<file path="config.mk">
export PLATFORM = sky130hd
export DESIGN_NAME = store_queue_fwd_flat
export DESIGN_NICKNAME = d
export VERILOG_FILES = /design/src/rtl/sq_pkg.sv /design/src/rtl/store_queue_fwd_if.sv /design/src/rtl/sq_fwd_sel.sv /design/src/rtl/store_queue_fwd.sv /design/src/flat_wrapper.sv
export SDC_FILE = /design/constraint.sdc
export NUM_CORES = 2
export LEC_CHECK = 0
export BUFFER_PORTS_ARGS = -buffer_cell sky130_fd_sc_hd__buf_4
export CAP_MARGIN = 25
export CORE_UTILIZATION = 25
export DETAILED_ROUTE_END_ITERATION = 7
export PLACE_DENSITY = 0.52
export RECOVER_POWER = 100
export SYNTH_ARGS = -nofsm -noshare
export SYNTH_HDL_FRONTEND = slang
export SYNTH_SLANG_ARGS = --single-unit
</file>
<file path="constraint.sdc">
create_clock -name clock -period 22.8 [get_ports clock]
set_input_delay 3.42 -clock clock [delete_from_list [all_inputs] [get_ports clock]]
set_output_delay 3.42 -clock clock [all_outputs]
set_load 0.1 [all_outputs]
</file>
<file path="src/rtl/sq_pkg.sv">
// Store queue package: configuration constants, pointer/entry types and age helpers.
// Loads and the squash logic measure age from a reference pointer, so wrap-around
// of the circular buffer never needs special casing.
package sq_pkg;

    localparam int unsigned DEPTH  = 8;
    localparam int unsigned ADDR_W = 32;
    localparam int unsigned DATA_W = 64;
    localparam int unsigned N_LD   = 2;
    localparam int unsigned IDX_W  = $clog2(DEPTH);
    localparam int unsigned PTR_W  = IDX_W + 1;
    localparam int unsigned BE_W   = DATA_W / 8;
    localparam int unsigned OFF_W  = $clog2(BE_W);

    typedef logic [PTR_W-1:0] sq_ptr_t;
    typedef logic [IDX_W-1:0] sq_idx_t;

    typedef struct packed {
        logic [ADDR_W-1:0] addr;
        logic              addr_rdy;
        logic [DATA_W-1:0] data;
        logic              data_rdy;
        logic [BE_W-1:0]   be;
        logic              valid;
        logic              committed;
    } sq_entry_t;

    // Distance of a pointer from a reference pointer (wrap bit included).
    function automatic sq_ptr_t age(sq_ptr_t ptr, sq_ptr_t head);
        return ptr - head;
    endfunction

    // Distance of a physical slot from a reference pointer.
    function automatic sq_ptr_t slot_age(sq_idx_t idx, sq_ptr_t head);
        sq_idx_t off;
        off = idx - head[IDX_W-1:0];
        return {1'b0, off};
    endfunction

endpackage

</file>
<file path="src/rtl/store_queue_fwd_if.sv">
// Store queue bus: dispatch, execute, retire, squash, load lookup and drain signals.
interface store_queue_fwd_if;
    import sq_pkg::*;

    logic                          disp_en;
    logic [ADDR_W-1:0]             disp_addr;
    logic                          disp_addr_rdy;
    logic [DATA_W-1:0]             disp_data;
    logic                          disp_data_rdy;
    logic [BE_W-1:0]               disp_be;
    sq_ptr_t                       disp_ptr;
    logic                          full;
    logic                          empty;
    logic                          ex_en;
    sq_ptr_t                       ex_ptr;
    logic                          ex_addr_en;
    logic [ADDR_W-1:0]             ex_addr;
    logic                          ex_data_en;
    logic [DATA_W-1:0]             ex_data;
    logic                          rt_en;
    logic                          squash_en;
    sq_ptr_t                       squash_tail;
    logic [N_LD-1:0]               ld_en;
    logic [N_LD-1:0][ADDR_W-1:0]   ld_addr;
    logic [N_LD-1:0][BE_W-1:0]     ld_be;
    sq_ptr_t [N_LD-1:0]            ld_pos;
    logic [N_LD-1:0]               ld_hit;
    logic [N_LD-1:0]               ld_stall;
    logic [N_LD-1:0][DATA_W-1:0]   ld_data;
    logic                          mem_valid;
    logic                          mem_ready;
    logic [ADDR_W-1:0]             mem_addr;
    logic [DATA_W-1:0]             mem_data;
    logic [BE_W-1:0]               mem_be;

    modport slave (
        input  disp_en, disp_addr, disp_addr_rdy, disp_data, disp_data_rdy, disp_be,
        output disp_ptr, full, empty,
        input  ex_en, ex_ptr, ex_addr_en, ex_addr, ex_data_en, ex_data,
        input  rt_en, squash_en, squash_tail,
        input  ld_en, ld_addr, ld_be, ld_pos,
        output ld_hit, ld_stall, ld_data,
        output mem_valid, mem_addr, mem_data, mem_be,
        input  mem_ready
    );

    modport master (
        output disp_en, disp_addr, disp_addr_rdy, disp_data, disp_data_rdy, disp_be,
        input  disp_ptr, full, empty,
        output ex_en, ex_ptr, ex_addr_en, ex_addr, ex_data_en, ex_data,
        output rt_en, squash_en, squash_tail,
        output ld_en, ld_addr, ld_be, ld_pos,
        input  ld_hit, ld_stall, ld_data,
        input  mem_valid, mem_addr, mem_data, mem_be,
        output mem_ready
    );

endinterface

</file>
<file path="src/rtl/sq_fwd_sel.sv">
// One load port's forwarding lookup: older-store mask, address/byte match,
// youngest-match select and stall decision. Purely combinational.
module sq_fwd_sel
    import sq_pkg::*;
(
    input  sq_entry_t [DEPTH-1:0] ents,
    input  sq_ptr_t               head,
    input  logic                  ld_en,
    input  logic [ADDR_W-1:0]     ld_addr,
    input  logic [BE_W-1:0]       ld_be,
    input  sq_ptr_t               ld_pos,
    output logic                  ld_hit,
    output logic                  ld_stall,
    output logic [DATA_W-1:0]     ld_data
);

    logic [DEPTH-1:0] older;
    logic [DEPTH-1:0] pending;
    logic [DEPTH-1:0] match;
    logic             found;
    logic             sel_blocked;
    sq_idx_t          sel;
    sq_idx_t          scan_idx;
    sq_ptr_t          span;
    logic             unused_in;

    assign span = age(ld_pos, head);

    // Classify each slot: older than the load, unresolved, or a byte-overlapping match.
    always_comb begin
        older   = '0;
        pending = '0;
        match   = '0;
        for (int unsigned i = 0; i < DEPTH; i++) begin
            older[i]   = ents[i].valid && (slot_age(sq_idx_t'(i), head) < span);
            pending[i] = older[i] && !ents[i].addr_rdy;
            match[i]   = older[i] && ents[i].addr_rdy
                         && (ents[i].addr[ADDR_W-1:OFF_W] == ld_addr[ADDR_W-1:OFF_W])
                         && ((ents[i].be & ld_be) != '0);
        end
    end

    // Scan from oldest to youngest; the last match seen is the youngest older store.
    always_comb begin
        found    = 1'b0;
        sel      = '0;
        scan_idx = '0;
        for (int unsigned k = 0; k < DEPTH; k++) begin
            scan_idx = head[IDX_W-1:0] + sq_idx_t'(k);
            if (match[scan_idx]) begin
                found = 1'b1;
                sel   = scan_idx;
            end
        end
    end

    assign sel_blocked = found && (!ents[sel].data_rdy || ((ld_be & ~ents[sel].be) != '0));
    assign ld_stall    = ld_en && ((|pending) || sel_blocked);
    assign ld_hit      = ld_en && found && !ld_stall;
    assign ld_data     = ld_hit ? ents[sel].data : '0;

    // Offset bits and the commit flag play no part in forwarding.
    assign unused_in = ^{ents, ld_addr[OFF_W-1:0]};

endmodule

</file>
<file path="src/rtl/store_queue_fwd.sv">
// Circular store queue with per-port store-to-load forwarding, in-order retire,
// D-cache drain handshake and mispredict squash. Configuration lives in sq_pkg.
// Optional macro SQ_EX_BYPASS_EN: loads and the drain port also see the
// same-cycle execute update of the addressed entry.
module store_queue_fwd
    import sq_pkg::*;
(
    input  logic             clock,
    input  logic             reset,
    store_queue_fwd_if.slave sq
);

    sq_entry_t [DEPTH-1:0] ent_q, ent_d, ent_v;
    sq_ptr_t               head_q, head_d;
    sq_ptr_t               commit_q, commit_d;
    sq_ptr_t               tail_q, tail_d;
    logic                  full;
    logic                  mem_fire;
    logic                  unused_ptr;

    function automatic sq_entry_t apply_ex(sq_entry_t e, logic a_en, logic [ADDR_W-1:0] a,
                                           logic d_en, logic [DATA_W-1:0] d);
        sq_entry_t r;
        r = e;
        if (a_en) begin
            r.addr     = a;
            r.addr_rdy = 1'b1;
        end
        if (d_en) begin
            r.data     = d;
            r.data_rdy = 1'b1;
        end
        return r;
    endfunction

    // Full is derived from registered pointers, so a same-cycle drain never admits a dispatch.
    assign full         = (age(tail_q, head_q) == sq_ptr_t'(DEPTH));
    assign sq.full      = full;
    assign sq.empty     = (head_q == tail_q);
    assign sq.disp_ptr  = tail_q;
    assign sq.mem_valid = (head_q != commit_q);
    assign mem_fire     = sq.mem_valid && sq.mem_ready;
    assign sq.mem_addr  = ent_v[head_q[IDX_W-1:0]].addr;
    assign sq.mem_data  = ent_v[head_q[IDX_W-1:0]].data;
    assign sq.mem_be    = ent_v[head_q[IDX_W-1:0]].be;
    assign unused_ptr   = sq.ex_ptr[PTR_W-1];

`ifdef SQ_EX_BYPASS_EN
    // Lookup view with the in-flight execute update folded in.
    always_comb begin
        ent_v = ent_q;
        if (sq.ex_en) begin
            ent_v[sq.ex_ptr[IDX_W-1:0]] = apply_ex(ent_q[sq.ex_ptr[IDX_W-1:0]], sq.ex_addr_en,
                                                   sq.ex_addr, sq.ex_data_en, sq.ex_data);
        end
    end
`else
    assign ent_v = ent_q;
`endif

    // Next state: execute, dispatch, retire, drain, then squash (later steps win).
    always_comb begin
        ent_d    = ent_q;
        head_d   = head_q;
        commit_d = commit_q;
        tail_d   = tail_q;
        if (sq.ex_en) begin
            ent_d[sq.ex_ptr[IDX_W-1:0]] = apply_ex(ent_q[sq.ex_ptr[IDX_W-1:0]], sq.ex_addr_en,
                                                   sq.ex_addr, sq.ex_data_en, sq.ex_data);
        end
        if (sq.disp_en && !full && !sq.squash_en) begin
            ent_d[tail_q[IDX_W-1:0]].addr      = sq.disp_addr;
            ent_d[tail_q[IDX_W-1:0]].addr_rdy  = sq.disp_addr_rdy;
            ent_d[tail_q[IDX_W-1:0]].data      = sq.disp_data;
            ent_d[tail_q[IDX_W-1:0]].data_rdy  = sq.disp_data_rdy;
            ent_d[tail_q[IDX_W-1:0]].be        = sq.disp_be;
            ent_d[tail_q[IDX_W-1:0]].valid     = 1'b1;
            ent_d[tail_q[IDX_W-1:0]].committed = 1'b0;
            tail_d = tail_q + sq_ptr_t'(1);
        end
        if (sq.rt_en && (commit_q != tail_q)) begin
            ent_d[commit_q[IDX_W-1:0]].committed = 1'b1;
            commit_d = commit_q + sq_ptr_t'(1);
        end
        if (mem_fire) begin
            ent_d[head_q[IDX_W-1:0]] = '0;
            head_d = head_q + sq_ptr_t'(1);
        end
        if (sq.squash_en) begin
            tail_d = sq.squash_tail;
            for (int unsigned i = 0; i < DEPTH; i++) begin
                if (slot_age(sq_idx_t'(i), sq.squash_tail) < age(tail_q, sq.squash_tail)) begin
                    ent_d[i] = '0;
                end
            end
        end
    end

    // State registers with synchronous reset.
    always_ff @(posedge clock) begin
        if (reset) begin
            ent_q    <= '0;
            head_q   <= '0;
            commit_q <= '0;
            tail_q   <= '0;
        end else begin
            ent_q    <= ent_d;
            head_q   <= head_d;
            commit_q <= commit_d;
            tail_q   <= tail_d;
        end
    end

    logic [N_LD-1:0]             ld_hit_w;
    logic [N_LD-1:0]             ld_stall_w;
    logic [N_LD-1:0][DATA_W-1:0] ld_data_w;

    for (genvar p = 0; p < N_LD; p++) begin : g_ld
        sq_fwd_sel u_sel (
            .ents     (ent_v),
            .head     (head_q),
            .ld_en    (sq.ld_en[p]),
            .ld_addr  (sq.ld_addr[p]),
            .ld_be    (sq.ld_be[p]),
            .ld_pos   (sq.ld_pos[p]),
            .ld_hit   (ld_hit_w[p]),
            .ld_stall (ld_stall_w[p]),
            .ld_data  (ld_data_w[p])
        );
    end

    assign sq.ld_hit   = ld_hit_w;
    assign sq.ld_stall = ld_stall_w;
    assign sq.ld_data  = ld_data_w;

    // Squash may only roll the tail back to a point between commit and tail.
    a_squash_range: assert property (@(posedge clock) disable iff (reset)
        sq.squash_en |-> (age(sq.squash_tail, commit_q) <= age(tail_q, commit_q)));

endmodule

</file>
<file path="src/flat_wrapper.sv">
// flat-port wrapper written by rule: the top's interface ports become plain ports
module store_queue_fwd_flat import sq_pkg::*;
  (clock, reset, sq_disp_en, sq_disp_addr, sq_disp_addr_rdy, sq_disp_data, sq_disp_data_rdy, sq_disp_be, sq_disp_ptr, sq_full, sq_empty, sq_ex_en, sq_ex_ptr, sq_ex_addr_en, sq_ex_addr, sq_ex_data_en, sq_ex_data, sq_rt_en, sq_squash_en, sq_squash_tail, sq_ld_en, sq_ld_addr, sq_ld_be, sq_ld_pos, sq_ld_hit, sq_ld_stall, sq_ld_data, sq_mem_valid, sq_mem_addr, sq_mem_data, sq_mem_be, sq_mem_ready);
  store_queue_fwd_if sq_i ();
  input  logic clock;
  input  logic reset;
  input wire logic [$bits(sq_i.disp_en)-1:0] sq_disp_en;
  input wire logic [$bits(sq_i.disp_addr)-1:0] sq_disp_addr;
  input wire logic [$bits(sq_i.disp_addr_rdy)-1:0] sq_disp_addr_rdy;
  input wire logic [$bits(sq_i.disp_data)-1:0] sq_disp_data;
  input wire logic [$bits(sq_i.disp_data_rdy)-1:0] sq_disp_data_rdy;
  input wire logic [$bits(sq_i.disp_be)-1:0] sq_disp_be;
  output wire logic [$bits(sq_i.disp_ptr)-1:0] sq_disp_ptr;
  output wire logic [$bits(sq_i.full)-1:0] sq_full;
  output wire logic [$bits(sq_i.empty)-1:0] sq_empty;
  input wire logic [$bits(sq_i.ex_en)-1:0] sq_ex_en;
  input wire logic [$bits(sq_i.ex_ptr)-1:0] sq_ex_ptr;
  input wire logic [$bits(sq_i.ex_addr_en)-1:0] sq_ex_addr_en;
  input wire logic [$bits(sq_i.ex_addr)-1:0] sq_ex_addr;
  input wire logic [$bits(sq_i.ex_data_en)-1:0] sq_ex_data_en;
  input wire logic [$bits(sq_i.ex_data)-1:0] sq_ex_data;
  input wire logic [$bits(sq_i.rt_en)-1:0] sq_rt_en;
  input wire logic [$bits(sq_i.squash_en)-1:0] sq_squash_en;
  input wire logic [$bits(sq_i.squash_tail)-1:0] sq_squash_tail;
  input wire logic [$bits(sq_i.ld_en)-1:0] sq_ld_en;
  input wire logic [$bits(sq_i.ld_addr)-1:0] sq_ld_addr;
  input wire logic [$bits(sq_i.ld_be)-1:0] sq_ld_be;
  input wire logic [$bits(sq_i.ld_pos)-1:0] sq_ld_pos;
  output wire logic [$bits(sq_i.ld_hit)-1:0] sq_ld_hit;
  output wire logic [$bits(sq_i.ld_stall)-1:0] sq_ld_stall;
  output wire logic [$bits(sq_i.ld_data)-1:0] sq_ld_data;
  output wire logic [$bits(sq_i.mem_valid)-1:0] sq_mem_valid;
  output wire logic [$bits(sq_i.mem_addr)-1:0] sq_mem_addr;
  output wire logic [$bits(sq_i.mem_data)-1:0] sq_mem_data;
  output wire logic [$bits(sq_i.mem_be)-1:0] sq_mem_be;
  input wire logic [$bits(sq_i.mem_ready)-1:0] sq_mem_ready;
  assign sq_i.disp_en = sq_disp_en;
  assign sq_i.disp_addr = sq_disp_addr;
  assign sq_i.disp_addr_rdy = sq_disp_addr_rdy;
  assign sq_i.disp_data = sq_disp_data;
  assign sq_i.disp_data_rdy = sq_disp_data_rdy;
  assign sq_i.disp_be = sq_disp_be;
  assign sq_disp_ptr = sq_i.disp_ptr;
  assign sq_full = sq_i.full;
  assign sq_empty = sq_i.empty;
  assign sq_i.ex_en = sq_ex_en;
  assign sq_i.ex_ptr = sq_ex_ptr;
  assign sq_i.ex_addr_en = sq_ex_addr_en;
  assign sq_i.ex_addr = sq_ex_addr;
  assign sq_i.ex_data_en = sq_ex_data_en;
  assign sq_i.ex_data = sq_ex_data;
  assign sq_i.rt_en = sq_rt_en;
  assign sq_i.squash_en = sq_squash_en;
  assign sq_i.squash_tail = sq_squash_tail;
  assign sq_i.ld_en = sq_ld_en;
  assign sq_i.ld_addr = sq_ld_addr;
  assign sq_i.ld_be = sq_ld_be;
  assign sq_i.ld_pos = sq_ld_pos;
  assign sq_ld_hit = sq_i.ld_hit;
  assign sq_ld_stall = sq_i.ld_stall;
  assign sq_ld_data = sq_i.ld_data;
  assign sq_mem_valid = sq_i.mem_valid;
  assign sq_mem_addr = sq_i.mem_addr;
  assign sq_mem_data = sq_i.mem_data;
  assign sq_mem_be = sq_i.mem_be;
  assign sq_i.mem_ready = sq_mem_ready;
  store_queue_fwd u_core (.clock(clock), .reset(reset), .sq(sq_i));
endmodule
</file>
==> results.sh <==
export IMPL_synth_cells=9738
export IMPL_reg2reg_depth=15
export IMPL_hold_path_class="reg -> reg"
export IMPL_p_int_mw=3.69
export IMPL_viasPerCell=6.00
export IMPL_dieArea_mm2=0.292
export IMPL_synth_xor_area_share=0.0593
export IMPL_numClockSinks=868
export IMPL_ys_ff_latch=868
export IMPL_post_cts_resize_count=0
export IMPL_synth_warnings=0
export IMPL_grt_pass1_wl_um=589000
export IMPL_finalHoldViolations=0
export IMPL_final_area_mm2=0.0817
export IMPL_io_buffer_count=544
export IMPL_h_tree_depth=3
export IMPL_status="finished, violations left"
export IMPL_crit_start="u_core.head_q[2]"
export IMPL_setup_viol=0
export IMPL_synth_simple_area_share=0.251
export IMPL_synthAdderAreaFrac=0.0101
export IMPL_grt_pass1_vias=71384
export IMPL_die_h_um=540
export IMPL_ant_nets=0
export IMPL_synthFlopType="dfxtp_1"
export IMPL_syn_area_mm2=0.0725
export IMPL_endpoint="sq_ld_data[123]"
export IMPL_fin_nets=9842
export IMPL_synth_top_family_by_area="simple AND/OR/NAND/NOR gates"
export IMPL_clk_latency_ns=0.80
export IMPL_num_vias=80311
export IMPL_total_power_mw=7.45
export IMPL_drv_cap=46
export IMPL_drtIter0Drc=11408
export IMPL_grt_start_max_net_pins=151
export IMPL_postSynth_asyncResetShare=0
export IMPL_synth_compound_area_frac=0.201
export IMPL_r2r_setup_slack_ns=4.68
export IMPL_worst_path_max_fanout=49
export IMPL_period_share=0.842
export IMPL_root_buffer="clkbuf_16"
export IMPL_drc=0
export IMPL_first_pass_iters=8
export IMPL_die_w_um=540
export IMPL_grt_overflow=0
export IMPL_cp_arrival_ns=15.78
export IMPL_whs_ns=0.500
export IMPL_p_comb_frac=0.527
export IMPL_gr_usage_all_layers=0.279
export IMPL_setup_tns_ns=0
export IMPL_multiInputGateArea_mm2=0.0510
export IMPL_dp_worst_setup_slack_ns=7.62
export IMPL_p_clk_frac=0.253
export IMPL_start_kind="flop"
export IMPL_synth_edff_count=0
export IMPL_numCtsBuffers=112
export IMPL_yosysUniqueCellTypes=89
export IMPL_io_pins=552
export IMPL_p_per_area_mw_per_mm2=91.2
export IMPL_relSlewSlack=-5.00
export IMPL_r2r_start="u_core.head_q[2]"
export IMPL_rows=197
export IMPL_cts_tree="yes"
export IMPL_r2r_end="u_core.ent_q[803]"
export IMPL_post_cts_buffers=0
export IMPL_wl_per_cell_um=31.9
export IMPL_area_growth_pct=12.7
export IMPL_layout_commonest_cell="nor2_1"
export IMPL_rsz0062_at_grt="false"
export IMPL_routed_wl_um=427000
export IMPL_ff_latch_area_mm2=0.0174
export IMPL_dpl_hpwl_um=269000
export IMPL_start_util=0.252
export IMPL_power_switching_mw=3.76
export IMPL_coreArea_mm2=0.288
export IMPL_worstMarginPinSlew_ns=9.01
export IMPL_layout_drive_gt1_share=0.120
export IMPL_drv_slew=1671
export IMPL_finalNonFillerCells=13384
export IMPL_synth_fp_nets=10091
export IMPL_cts_hold_buffers=0
export IMPL_path_class="reg -> out"
export IMPL_place_area_mm2=0.0789
export IMPL_gp_congestion=1.05
export IMPL_seqPwrFrac=0.220
export IMPL_clk_pin_slew_worst_paths_ns=0.07
export IMPL_fin_util=0.283
export IMPL_synth_seq_area_share=0.240
export IMPL_crit_required_ns=19.38
export IMPL_p_sw_frac=0.505
export IMPL_leakagePower_nw=28.5
export IMPL_final_cell_mix="nor2_1, nand2_1, a211oi_1"
export IMPL_finalClockSkew_ns=0.0480
export IMPL_antenna_found_initial=52
export IMPL_placed_cells=13154
export IMPL_fin_ws_ns=3.60
export IMPL_muxShareOfSynthArea=0.179
export IMPL_fmax_mhz=52.1
export IMPL_violations="max-capacitance violations, max-slew violations"
export IMPL_cp_end_kind="output pin"
export IMPL_clock_path_buffers=3
export IMPL_ir_drop_mv=0.361
export IMPL_final_min_clock_period_ns=19.20
export IMPL_fill_cells=31347
export IMPL_avgSynthCellArea_um2=7.44
## power groups by stage
stage / clock (mW) / combinational [mW] / sequential, mW
2_1_floorplan: 0 / 2.50 / 1.63
3_5_place_dp: 0 / 3.81 / 1.66
5_1_grt: 1.95 / 4.06 / 1.64
3_3_place_gp: 0 / 3.82 / 1.67
6_report: 1.88 / 3.93 / 1.64
4_1_cts: 1.89 / 3.82 / 1.63
## flip-flops by register name (all words and copies together) (netlist names)
signal,count
u_core.ent_q,856
u_core.sq.disp_ptr,4
u_core.head_q,4
u_core.commit_q,4
## per-layer routing
metal,GRT usage,vias up,part of all wire
li1,-,34562,-
met1,0.375,39029,0.41
met2,0.418,5617,0.43
met3,0.0713,1073,0.12
met4,0.125,30,0.049
met5,0,-,0.00044
## cell usage after synthesis, drive strengths merged, types with 72 or more instances
cell type	number	area, µm²
o21ai	191	956
nand2	1236	4640
and2	137	857
nand4	136	851
xor2	198	1730
a211oi	952	7150
a22oi	72	546
nor4	89	557
mux2i	311	3120
a21oi	752	3760
and3	74	463
o211ai	78	596
nand3	177	886
nor2	1766	6630
buf	309	1360
mux4	424	9550
xnor2	292	2560
clkbuf	753	2830
dfxtp	868	17400
nor3	502	2510
## worst min path at each step
stage / startpoint / to / slack [ns] / depth (start not counted)
2_1_floorplan: u_core.ent_q[1] / u_core.ent_q[1] / 0.46 / 2
3_3_place_gp: u_core.ent_q[1] / u_core.ent_q[1] / 0.47 / 2
3_5_place_dp: u_core.ent_q[1] / u_core.ent_q[1] / 0.49 / 2
4_1_cts: u_core.ent_q[1] / u_core.ent_q[1] / 0.50 / 2
5_1_grt: u_core.ent_q[757] / u_core.ent_q[757] / 0.53 / 2
6_report: u_core.ent_q[1] / u_core.ent_q[1] / 0.50 / 2
## worst max-delay path, stage by stage (launching register included)
cell and delay, ns:
dfxtp_1 1.25, clkinvlp_2 2.98, clkbuf_1 1.77, ha_1 0.81
buf_4 0.39, inv_2 0.37, maj3_1 0.64, o2111ai_1 0.64
nor3_1 0.11, o31a_1 0.35, nor4_1 0.80, o311a_4 0.42
buf_4 0.79, buf_4 0.68, buf_4 0.75, a211oi_1 0.18
a211oi_1 0.32, a21oi_1 0.10, nor3_1 0.46, clkbuf_1 0.94
## logic make-up (layout without fill, tap and decap cells)
family          Yosys count  count (layout)
fa+ha+maj                59              59
compound gates         2225            2225
simple gates           4229            4229
xor+xnor                490             490
flops                   868             868
mux                     763             763
other cells               0              25
buf+inv                1104             944
## cell type report
type / count / share of cell area
antenna: 25 / 0.000766
clock buffer: 160 / 0.0399
clock inverter: 43 / 0.00536
inverter: 42 / 0.00195
multi-input combinational: 7766 / 0.624
sequential: 868 / 0.213
tap: 3781 / 0.0579
timing repair buffer: 699 / 0.0569
Note: power is estimated with default switching activity, not from simulation.
